**src/rtl/iq_playback_control_if.sv**
```systemverilog
// BRAM read port and IQ sample stream of iq_playback_control.
// The master side is the controller; the slave side is the BRAM plus the sample consumer.
interface iq_playback_control_if #(
  parameter int ADDR_W = 16,
  parameter int DATA_W = 32
);
  logic              rd_en;
  logic [ADDR_W-1:0] rd_addr;
  logic [DATA_W-1:0] rd_data;
  logic [DATA_W-1:0] iq_data;
  logic              iq_valid;
  logic              iq_ready;

  modport master (output rd_en, rd_addr, iq_data, iq_valid, input rd_data, iq_ready);
  modport slave  (input rd_en, rd_addr, iq_data, iq_valid, output rd_data, iq_ready);
endinterface

```
**src/rtl/iq_playback_control.sv**
```systemverilog
// Plays SAMPLE_COUNT BRAM words per second marker, one per cic_pulse; iq_valid RD_LATENCY+1 cycles after the pulse.
// Unconsumed samples are overwritten (overrun pulse); the err_count saturating counter exists only with IQ_PLAYBACK_ERR_CNT_EN.
module iq_playback_control #(
  parameter int ADDR_W       = 16,
  parameter int DATA_W       = 32,
  parameter int SAMPLE_COUNT = 40000,
  parameter int RD_LATENCY   = 2
) (
  input  logic                 clk,
  input  logic                 rst,
  input  logic                 one_sec_pulse,
  input  logic                 cic_pulse,
  input  logic                 enable,
  iq_playback_control_if.master bus,
  output logic                 busy,
  output logic                 done,
  output logic                 overrun,
  output logic [15:0]          err_count
);
  typedef enum logic [1:0] {IDLE, PLAY, DRAIN} state_e;

  localparam logic [ADDR_W-1:0]     LAST_ADDR  = ADDR_W'(SAMPLE_COUNT - 1);
  localparam logic [RD_LATENCY-1:0] EARLY_MASK = {RD_LATENCY{1'b1}} >> 1;

  state_e              state_q, state_d;
  logic [ADDR_W-1:0]   cnt_q, cnt_d;
  logic [ADDR_W-1:0]   rd_addr_q, rd_addr_d;
  logic                rd_en_q, rd_en_d;
  logic                done_q, done_d;
  logic                abort_q, abort_d;
  logic                sec_prev_q, armed_q;
  logic [RD_LATENCY-1:0] vld_q;
  logic [DATA_W-1:0]   iq_data_q;
  logic                iq_valid_q;
  logic                overrun_q;
  logic                sec_edge, capture, in_flight, overrun_d;

  // armed_q blocks a marker that was already high when reset released
  assign sec_edge  = one_sec_pulse & ~sec_prev_q & armed_q;
  assign capture   = vld_q[RD_LATENCY-1];
  assign in_flight = rd_en_q | (|(vld_q & EARLY_MASK));
  assign overrun_d = capture & iq_valid_q & ~bus.iq_ready;

  always_comb begin
    state_d   = state_q;
    cnt_d     = cnt_q;
    rd_en_d   = 1'b0;
    rd_addr_d = rd_addr_q;
    done_d    = 1'b0;
    abort_d   = abort_q;
    case (state_q)
      IDLE: begin
        if (sec_edge && enable) begin
          state_d = PLAY;
          cnt_d   = '0;
          abort_d = 1'b0;
        end
      end
      PLAY: begin
        if (sec_edge && enable) begin
          cnt_d = '0;
        end else if (!enable) begin
          state_d = DRAIN;
          abort_d = 1'b1;
        end else if (cic_pulse) begin
          rd_en_d   = 1'b1;
          rd_addr_d = cnt_q;
          if (cnt_q == LAST_ADDR) state_d = DRAIN;
          else cnt_d = cnt_q + ADDR_W'(1);
        end
      end
      DRAIN: begin
        if (sec_edge && enable) begin
          state_d = PLAY;
          cnt_d   = '0;
          abort_d = 1'b0;
        end else if (!in_flight) begin
          // the last in-flight word is captured on this same edge
          state_d = IDLE;
          done_d  = ~abort_q;
        end
      end
      default: state_d = IDLE;
    endcase
  end

  always_ff @(posedge clk) begin
    if (rst) begin
      state_q    <= IDLE;
      cnt_q      <= '0;
      rd_addr_q  <= '0;
      rd_en_q    <= 1'b0;
      done_q     <= 1'b0;
      abort_q    <= 1'b0;
      sec_prev_q <= 1'b0;
      armed_q    <= 1'b0;
      vld_q      <= '0;
      iq_data_q  <= '0;
      iq_valid_q <= 1'b0;
      overrun_q  <= 1'b0;
    end else begin
      state_q    <= state_d;
      cnt_q      <= cnt_d;
      rd_addr_q  <= rd_addr_d;
      rd_en_q    <= rd_en_d;
      done_q     <= done_d;
      abort_q    <= abort_d;
      sec_prev_q <= one_sec_pulse;
      armed_q    <= armed_q | ~one_sec_pulse;
      vld_q      <= RD_LATENCY'({vld_q, rd_en_q});
      overrun_q  <= overrun_d;
      if (capture) begin
        iq_data_q  <= bus.rd_data;
        iq_valid_q <= 1'b1;
      end else if (iq_valid_q && bus.iq_ready) begin
        iq_valid_q <= 1'b0;
      end
    end
  end

`ifdef IQ_PLAYBACK_ERR_CNT_EN
  logic [15:0] err_cnt_q;

  always_ff @(posedge clk) begin
    if (rst) err_cnt_q <= '0;
    else if (overrun_d && err_cnt_q != 16'hFFFF) err_cnt_q <= err_cnt_q + 16'd1;
  end

  assign err_count = err_cnt_q;
`else
  assign err_count = 16'd0;
`endif

  assign bus.rd_en    = rd_en_q;
  assign bus.rd_addr  = rd_addr_q;
  assign bus.iq_data  = iq_data_q;
  assign bus.iq_valid = iq_valid_q;
  assign busy         = (state_q != IDLE);
  assign done         = done_q;
  assign overrun      = overrun_q;
endmodule

```
**src/flat_wrapper.sv**
```systemverilog
// flat-port wrapper written by rule: the top's interface ports become plain ports
module iq_playback_control_flat 
#(
  parameter int ADDR_W       = 16,
  parameter int DATA_W       = 32,
  parameter int SAMPLE_COUNT = 40000,
  parameter int RD_LATENCY   = 2
)
  (clk, rst, one_sec_pulse, cic_pulse, enable, busy, done, overrun, err_count, bus_rd_en, bus_rd_addr, bus_iq_data, bus_iq_valid, bus_rd_data, bus_iq_ready);
  iq_playback_control_if #(.ADDR_W(ADDR_W), .DATA_W(DATA_W)) bus_i ();
  input  logic clk;
  input  logic rst;
  input  logic one_sec_pulse;
  input  logic cic_pulse;
  input  logic enable;
  output logic busy;
  output logic done;
  output logic overrun;
  output logic [15:0] err_count;
  output wire logic [$bits(bus_i.rd_en)-1:0] bus_rd_en;
  output wire logic [$bits(bus_i.rd_addr)-1:0] bus_rd_addr;
  output wire logic [$bits(bus_i.iq_data)-1:0] bus_iq_data;
  output wire logic [$bits(bus_i.iq_valid)-1:0] bus_iq_valid;
  input wire logic [$bits(bus_i.rd_data)-1:0] bus_rd_data;
  input wire logic [$bits(bus_i.iq_ready)-1:0] bus_iq_ready;
  assign bus_rd_en = bus_i.rd_en;
  assign bus_rd_addr = bus_i.rd_addr;
  assign bus_iq_data = bus_i.iq_data;
  assign bus_iq_valid = bus_i.iq_valid;
  assign bus_i.rd_data = bus_rd_data;
  assign bus_i.iq_ready = bus_iq_ready;
  iq_playback_control #(.ADDR_W(ADDR_W), .DATA_W(DATA_W), .SAMPLE_COUNT(SAMPLE_COUNT), .RD_LATENCY(RD_LATENCY)) u_core (.clk(clk), .rst(rst), .one_sec_pulse(one_sec_pulse), .cic_pulse(cic_pulse), .enable(enable), .bus(bus_i), .busy(busy), .done(done), .overrun(overrun), .err_count(err_count));
endmodule
```
**config.mk**
```make
export PLATFORM = sky130hd
export DESIGN_NAME = iq_playback_control_flat
export DESIGN_NICKNAME = d
export VERILOG_FILES = /design/src/rtl/iq_playback_control_if.sv /design/src/rtl/iq_playback_control.sv /design/src/flat_wrapper.sv
export SDC_FILE = /design/constraint.sdc
export NUM_CORES = 1
export LEC_CHECK = 0
export ABC_AREA = 1
export BUFFER_PORTS_ARGS = -buffer_cell sky130_fd_sc_hd__buf_2
export CAP_MARGIN = 30
export CORE_UTILIZATION = 50
export DETAILED_ROUTE_END_ITERATION = 7
export PLACE_DENSITY = 0.76
export SLEW_MARGIN = 20
export SYNTH_ARGS = -nofsm -noshare
export SYNTH_HDL_FRONTEND = slang
export SYNTH_SLANG_ARGS = --single-unit
```
**constraint.sdc**
```tcl
create_clock -name clk -period 3 [get_ports clk]
set_input_delay 0.6 -clock clk [delete_from_list [all_inputs] [get_ports clk]]
set_output_delay 0.6 -clock clk [all_outputs]
set_load 0.05 [all_outputs]
```
-- Yosys cells after proc, flatten, opt, wreduce, memory -nomap -nowiden
Index checks and enable logic that the tools add are counted.
- register bits: 75
- bits of input ports: 38
- word-level logic and storage cells: 74
- add/sub/neg operators: 1
- equal/unequal tests: 13
- muxes and demuxes: 21
- bitwise logic cells: 14
- reduce and logical (&&, ||, !) cells: 13
- operator list (cell ; count):
    2-to-1 mux 16 bit ; 5
    one-hot mux 16 bit (2 select lines) ; 1
    adder 16 x 1 -> 16 bit (second input constant) ; 1
    == test 16 bit (second input constant) ; 1
    2-to-1 mux 2 bit ; 7
    != test 3 x 2 -> 1 bit (second input constant) ; 4
    AND reduction 5 bit ; 2
    inverter 1 bit ; 8
    AND reduction 4 bit ; 2
    OR reduction 4 bit ; 2
    2-to-1 mux 1 bit ; 6
    != test 3 bit (second input constant) ; 2
    one-hot mux 2 bit (3 select lines) ; 1
    nonzero test 2 bit ; 3
    bitwise AND 1 bit ; 4
    != test 2 x 1 -> 1 bit (second input constant) ; 2
    != test 2 bit (second input constant) ; 2
    == test 2 x 1 -> 1 bit (second input constant) ; 1
    == test 2 bit (second input constant) ; 1
    logical AND 1 bit ; 2
    zero test 2 bit ; 1
    bitwise OR 1 bit ; 2
    one-hot mux 1 bit (2 select lines) ; 1
    OR reduction 2 bit ; 1

-- Longest topological paths before layout
Gate-level depths: netlist (run 1).
- word-level depth: 6
- gate-level depth with buffers: 12
- depth with buffers taken out: 11

-- Worst setup path before layout (run 1)
No wires, ideal clock.
- kind: input -> register
- from: in enable
- to: reg u_core.rd_addr_q[11], in the netlist u_core.bus.rd_addr[11]
- library setup time: 0.128 ns
- data arrival time: 1.352 ns
- data required time: 2.872 ns
- setup slack: 1.520 ns
- cell stages on the path: 6
- buffers on the path: 1
- cells stage by stage: nand4_2 nand3_1 inv_1 buf_2 o21ai_0 a21oi_1
- longest elaborated chain between the ends: 3
- RTL lines (element ; line ; RTL):
    start: declaration ; flat_wrapper.sv:15 ; input logic enable;
    logical AND 1 bit ; iq_playback_control.sv:60 ; if (sec_edge && enable) begin
    inverter 1 bit (no source line) ; -- ;
    AND reduction 4 bit (no source line) (*) ; -- ;
    end signal: assignment ; iq_playback_control.sv:104 ; rd_addr_q <= rd_addr_d;
    end: declaration ; iq_playback_control.sv:27 ; logic [ADDR_W-1:0] rd_addr_q, rd_addr_d;
Every way passes the cells marked *; elsewhere a longest branch is shown, timed or not.
A chain may end at the register's enable or synchronous reset.

-- Worst setup path after layout (run 1)
- from: reg u_core.cnt_q[0]
- to: reg u_core.cnt_q[2]
- longest elaborated chain between the ends: 6
- elaborated cells on any way between the ends: 9
- those cells by class: 1 x add/sub; 2 x eq/ne; 5 x mux; 1 x reduce/logical
- RTL lines (element ; line ; RTL):
    start: declaration ; iq_playback_control.sv:26 ; logic [ADDR_W-1:0] cnt_q, cnt_d;
    start signal: assignment ; iq_playback_control.sv:103 ; cnt_q <= cnt_d;
    adder 16 x 1 -> 16 bit ; iq_playback_control.sv:69 ; else cnt_d = cnt_q + ADDR_W'(1);
    2-to-1 mux 16 bit ; iq_playback_control.sv:68 ; if (cnt_q == LAST_ADDR) state_d = DRAIN;
    2-to-1 mux 16 bit ; iq_playback_control.sv:65 ; end else if (cic_pulse) begin
    2-to-1 mux 16 bit ; iq_playback_control.sv:62 ; end else if (!enable) begin
    2-to-1 mux 16 bit ; iq_playback_control.sv:60 ;
    one-hot mux 16 bit (2 select lines) ; iq_playback_control.sv:51 ; case (state_q)
Parallel ways exist; a longest one is shown, timed or not. The select of a mux whose other input is x is not followed.

==> results of run 1 <==
[worst max-delay path by stage]
stage                             endpoint  slack, ns  depth (start not counted)
floorplan           u_core.bus.rd_addr[11]       1.52                          6
global route               u_core.cnt_q[0]       0.75                         10
detailed placement   u_core.bus.rd_addr[1]       0.89                          6
global placement    u_core.bus.rd_addr[13]       0.98                          6
finish                     u_core.cnt_q[2]       0.95                         10
CTS                        u_core.cnt_q[2]       0.96                         10
[where the power goes]
group / switching, mW / internal [mW]
Sequential: 0.0329 / 1.05
Combinational: 0.415 / 0.120
Clock: 0.379 / 0.747
[cells in the mapped netlist (all sizes together)]
cell type / number
nor2: 116
dfxtp: 75
nand2: 74
o21ai: 53
inv: 45
nand3: 35
buf: 28
a21oi: 25
clkbuf: 9
nand4: 3
nor4: 2
xor2: 2
a311oi: 1
conb: 1
ha: 1
nand3b: 1
nor3: 1
nor3b: 1
o31ai: 1
[routing by layer]
layer,up-vias,wire [microns],GRT usage [%]
met3,11,546,6.23
li1,1631,-,-
met4,0,106,9.56
met1,1407,3540,29.5
met5,-,0,0
met2,103,3450,34.5
[logic make-up (layout without fill, tap and decap cells)]
logic type / count (synthesis) / in the layout / synth area share, %
AND/OR/NAND/NOR: 233 / 233 / 29.7
buffers and inverters: 82 / 154 / 12.0
AO/OA/AOI/OAI: 80 / 80 / 12.4
flip-flops: 75 / 75 / 44.8
XOR/XNOR: 2 / 2 / 0.523
adder cells (fa/ha/maj): 1 / 1 / 0.374
other: 1 / 16 / 0.112
[critical path, cell delays in order (launching register included)]
cell and delay (ns):
dfxtp_1 0.46, ha_1 0.25, nand3_2 0.14, nor2_1 0.14, nand2_1 0.09, nand2_1 0.08
nand2_2 0.26, nand2_2 0.29, inv_1 0.08, nor2_1 0.10, nor2_1 0.05
[flip-flops by register name, summed over array words and instances, names as in the netlist]
register	count
u_core.bus.iq_data	32
u_core.bus.rd_addr	16
u_core.cnt_q	16
u_core.state_q	2
u_core.vld_q	2
u_core.abort_q	1
u_core.armed_q	1
u_core.bus.iq_valid	1
u_core.bus.rd_en	1
u_core.done	1
u_core.overrun	1
u_core.sec_prev_q	1
[cell type report]
| type | instances | share of cell area (%) |
|---|---|---|
| clock buffers | 10 | 3.40 |
| clock inverters | 6 | 3.93 |
| inverters | 45 | 4.18 |
| multi-input cells | 332 | 37.1 |
| flip-flops and latches | 75 | 37.1 |
| well taps | 77 | 2.38 |
| repair buffers | 93 | 11.9 |
==> impl_metrics.ini, run 1 <==
[status]
status = complete, but fails checks
violations = DRC

[floorplan]
initial_core_util_pct = 52.1
coreArea_sq_um = 6420
rows = 29
fp.dieW_microns = 83.8
ios = 107
dieArea_sq_um = 7030
fp.dieH_microns = 83.8

[grt]
grt_pass1_vias = 2864
grt_pass1_wl_microns = 12700
grtUsageTotal_pct = 22.4
grt_max_degree = 40
grt_overflow = 0
antenna_found_initial = 0

[critical_path]
critPathMaxFanout = 22
critPathLaunch = u_core.cnt_q[0]
reg2reg_from = u_core.cnt_q[0]
r2r-end = u_core.cnt_q[2]
cp.required_ns = 3.24
cp.arrival_ns = 2.29
critPathKind = reg -> reg
start_kind = flop
worstRegToRegCells = 10
endpoint_kind = flop
rrSetupSlack_ns = 0.95

[clocking]
clkSinkCount = 75
cts_buffers = 9
cts_tree = done
post-cts-setup-buffers = 0
clk_pin_slew_ns = 0.08
cts_root_buffer = clkbuf_8
ctsResizeCount = 0
clk-insertion-delay-late_ns = 0.34
clk_path_buf_depth = 2
htreeDepth = 3
hold_buffers = 0

[synth]
synth_top_cell_by_area = dfxtp_1
synth_area_per_cell_sq_um = 7.06
synthTopCellsByArea = dfxtp_1 (45%), nor2_1 (13%), o21ai_0 (7.9%)
ys_warn_count = 0
ys_seq_area_share_pct = 44.8
synth_cells = 474
ys_ff_latch = 75
synth_top_area_share_pct = 44.8
yosysUniqueCellTypes = 29
syn_area_sq_um = 3350

[route]
vias = 3152
drtIter0Drc = 348
drt_wl_total_microns = 7650
drc = 8
wl_per_cell_microns = 12.0
detail_route.first_pass.iterations = 6
routed_via_density = 4.94
antenna_left = 0

[place]
placed_area_sq_um = 3730
dpl.cell_count = 621
dpl.hpwl_microns = 5320
place_congestion = 0.849
dp_slack_ns = 0.894
io_buffers = 90

[worst_hold_path]
min_to = u_core.overrun
hold_path_class = in -> reg
hp-start = bus_iq_ready
hold_depth = 2

[power_and_ir_drop]
power-per-cell-area_nw_per_um2 = 677
total_leakage_power_nw = 1.97
finalPower_mw = 2.74
ir_drop_mv = 0.442

[finish]
mostFrequentLayoutCells = nor2_1 (113), buf_2 (90), dfxtp_1 (75)
drive_gt1_share_pct = 22.6
utilization_pct = 63.0
multi_input_area_sq_um = 1500
area_growth_pct = 20.8
fill_cells = 571
antennaDiodeCount = 0
finish.instance_area_sq_um = 4040
register_area_sq_um = 1500
finalNonFillerCells = 638
final_common_cell = nor2_1
fin_nets = 595

[timing]
slew_headroom_pct = 50.8
rsz0062_at_grt = false
fin_crit_ns = 2.05
drv_slew = 0
fmaxAchievable_mhz = 487
max_slew.worst_pin.slew_ns = 0.737
finalSetupViolations = 0
fin_skew_ns = 0.00700
fin_setup_tns_ns = 0
min_period_over_period_pct = 68.4
fin_ws_ns = 0.948
hold_ws_ns = 0.427
hold_viol_final = 0

[job]
cap_violations = 0
No activity file was read; power rests on OpenSTA's default activity.
==> run 2: changes to the inputs <==
--- a/config.mk
+++ b/config.mk
@@ -5,12 +5,12 @@
 export SDC_FILE = /design/constraint.sdc
 export NUM_CORES = 1
 export LEC_CHECK = 0
-export ABC_AREA = 1
+export ABC_AREA = 0
 export BUFFER_PORTS_ARGS = -buffer_cell sky130_fd_sc_hd__buf_2
 export CAP_MARGIN = 30
-export CORE_UTILIZATION = 50
+export CORE_UTILIZATION = 45
 export DETAILED_ROUTE_END_ITERATION = 7
-export PLACE_DENSITY = 0.76
+export PLACE_DENSITY = 0.73
 export SLEW_MARGIN = 20
 export SYNTH_ARGS = -nofsm -noshare
 export SYNTH_HDL_FRONTEND = slang
==> constraint.sdc (replaced) <==
create_clock -name clk -period 1.66 [get_ports clk]
set_input_delay 0.332 -clock clk [delete_from_list [all_inputs] [get_ports clk]]
set_output_delay 0.332 -clock clk [all_outputs]
set_load 0.05 [all_outputs]
==> impl_metrics.ini, run 2 <==
[status]
status = finished clean

[synth]
yosysUniqueCellTypes = 48
ys_seq_area_share_pct = 48.1
ys_warn_count = 0
synth_top_area_share_pct = 48.1
synth_edf_count = 0
ys_ff_latch = 75
synth_top_cell_by_area = dfxtp_1
synth_most_common_cell = dfxtp_1
synth_flop_cell = dfxtp_1
syn_area_sq_um = 3120
synthArstFlopShare_pct = 0
synthTopCellsByCount = dfxtp_1 (75), nor2_1 (44), nand2_1 (41)
synth_cells = 346
synthTopCellsByArea = dfxtp_1 (48%), mux2i_1 (10%), nor2_1 (5.3%)
synth_area_per_cell_sq_um = 9.02

[finish]
utilization_pct = 61.6
area_growth_pct = 29.0
drive_gt1_share_pct = 35.9
finalNonFillerCells = 540
largest_reg_flops = 32
final_common_cell = buf_2
fin_nets = 497
mostFrequentLayoutCells = buf_2 (89), dfxtp_1 (64), nor2_1 (44)
finish.instance_area_sq_um = 4030
antennaDiodeCount = 0

[place]
dpl.hpwl_microns = 5530
place_congestion = 0.937
placed_area_sq_um = 3780
io_buffers = 90
dpl.cell_count = 524

[critical_path]
rrSetupSlack_ns = 0.09
start_kind = flop
critPathKind = reg -> out
endpoint_kind = output port
cp.arrival_ns = 1.26
cp.required_ns = 1.33
critPathMaxFanout = 5

[route]
antenna_left = 0
vias = 2835
wl_per_cell_microns = 14.1
drtIter0Drc = 173
routed_via_density = 5.25
drt_wl_total_microns = 7590
detail_route.first_pass.iterations = 5
drc = 0

[job]
cap_violations = 0

[timing]
fin_skew_ns = 0.0106
hold_viol_final = 0
fin_setup_tns_ns = 0
fmaxAchievable_mhz = 628
finalSetupViolations = 0
drv_slew = 0
rsz0062_at_grt = false
fin_crit_ns = 1.59
min_period_over_period_pct = 95.9

[clocking]
clk_pin_slew_ns = 0.09
cts_root_buffer = clkbuf_8
cts_tree = done
htreeDepth = 3
cts_buffers = 9
clkSinkCount = 75
clk-insertion-delay-late_ns = 0.36
clk_path_buf_depth = 2

[grt]
grt_max_degree = 45
antenna_found_initial = 0
grtUsageTotal_pct = 21.7
grt_pass1_wl_microns = 12300
grt_pass1_vias = 2682
grt_overflow = 0

[floorplan]
rows = 29
dieArea_sq_um = 7270
ios = 107
coreArea_sq_um = 6530
initial_core_util_pct = 47.8
fp.dieH_microns = 85.3
fp.dieW_microns = 85.3

[power_and_ir_drop]
ir_drop_mv = 0.516
total_leakage_power_nw = 1.75
power-per-cell-area_nw_per_um2 = 827

[worst_hold_path]
hold_path_class = in -> reg
[run 2: changes by cell type in the layout (fill, tap and decap cells not counted), sizes merged, moves of 5 or more]
cell,change
nand2b,+5
buf,+32
nand3,-29
mux2i,+32
a31oi,+18
and3,+6
bufinv,-5
inv,-37
o21ai,-46
nand2,-33
nor2,-72
[run 2: path summary, 6_finish.rpt]
path,from,to,depth (start not counted)
worst max register to register,u_core.cnt_q[2],u_core.cnt_q[11],4
worst min register to register,u_core.bus.rd_addr[6],u_core.bus.rd_addr[6],2
worst max-delay path,u_core.state_q[1],busy,3
worst min-delay path,bus_iq_ready,u_core.overrun,2
[run 2: metrics by stage]
step / hold slack (ns) / total power, mW / worst slack [ns]
finish: 0.142 / 3.33 / 0.0674
global route: 0.132 / 3.47 / 0.00953
CTS: 0.138 / 3.37 / 0.00494
detailed placement: 0.445 / 2.07 / -0.0346
global placement: 0.435 / 2.06 / 0.0185
floorplan: 0.410 / 2.02 / 0.0222
[run 2: worst max-delay path, stage by stage, from the launching register on]
cell,delay [ns]
dfxtp_2,0.34
buf_4,0.13
or2_2,0.27
buf_6,0.16
[run 2: report_power, final]
| group | switching [mW] | total, mW | leakage, nW | internal, mW |
|---|---|---|---|---|
| clock network | 0.736 | 1.30 | 0.0910 | 0.563 |
| registers | 0.00598 | 1.81 | 0.610 | 1.80 |
| logic | 0.157 | 0.221 | 1.05 | 0.0640 |
[run 2: per-layer routing]
layer,vias up,part of all wire (%),GRT usage [%]
li1,1402,-,-
met1,1311,42,26.4
met2,108,50,35.9
met3,14,6.0,5.74
met4,0,1.9,9.85
met5,-,0,0
[run 2: kinds of logic after synthesis]
kind of cell               after synthesis  synth area share [%]
buffers and inverters                   44                  7.54
other                                    1                 0.120
AOI/OAI and AO/OA                       61                  12.2
DFF                                     75                  48.1
muxes                                   33                  10.6
adders and majority gates                1                 0.401
and+or+nand+nor                        131                  21.0
[run 2: what timing repair did]
action                                 CTS  global route
buffers inserted                         0             1
pin swaps                                1             1
hold buffers                             0             0
endpoints found under the hold margin    0             0
gates resized for setup                  2            22
setup endpoints to repair               14            19
[run 2: layout make-up]
cell class	instances	area, sq um
clock inverter	7	56.3
multi-input combinational	242	1480
tap	77	96.3
fill	586	2510
inverter	5	18.8
timing repair buffer	125	732
sequential	75	1520
clock buffer	9	124
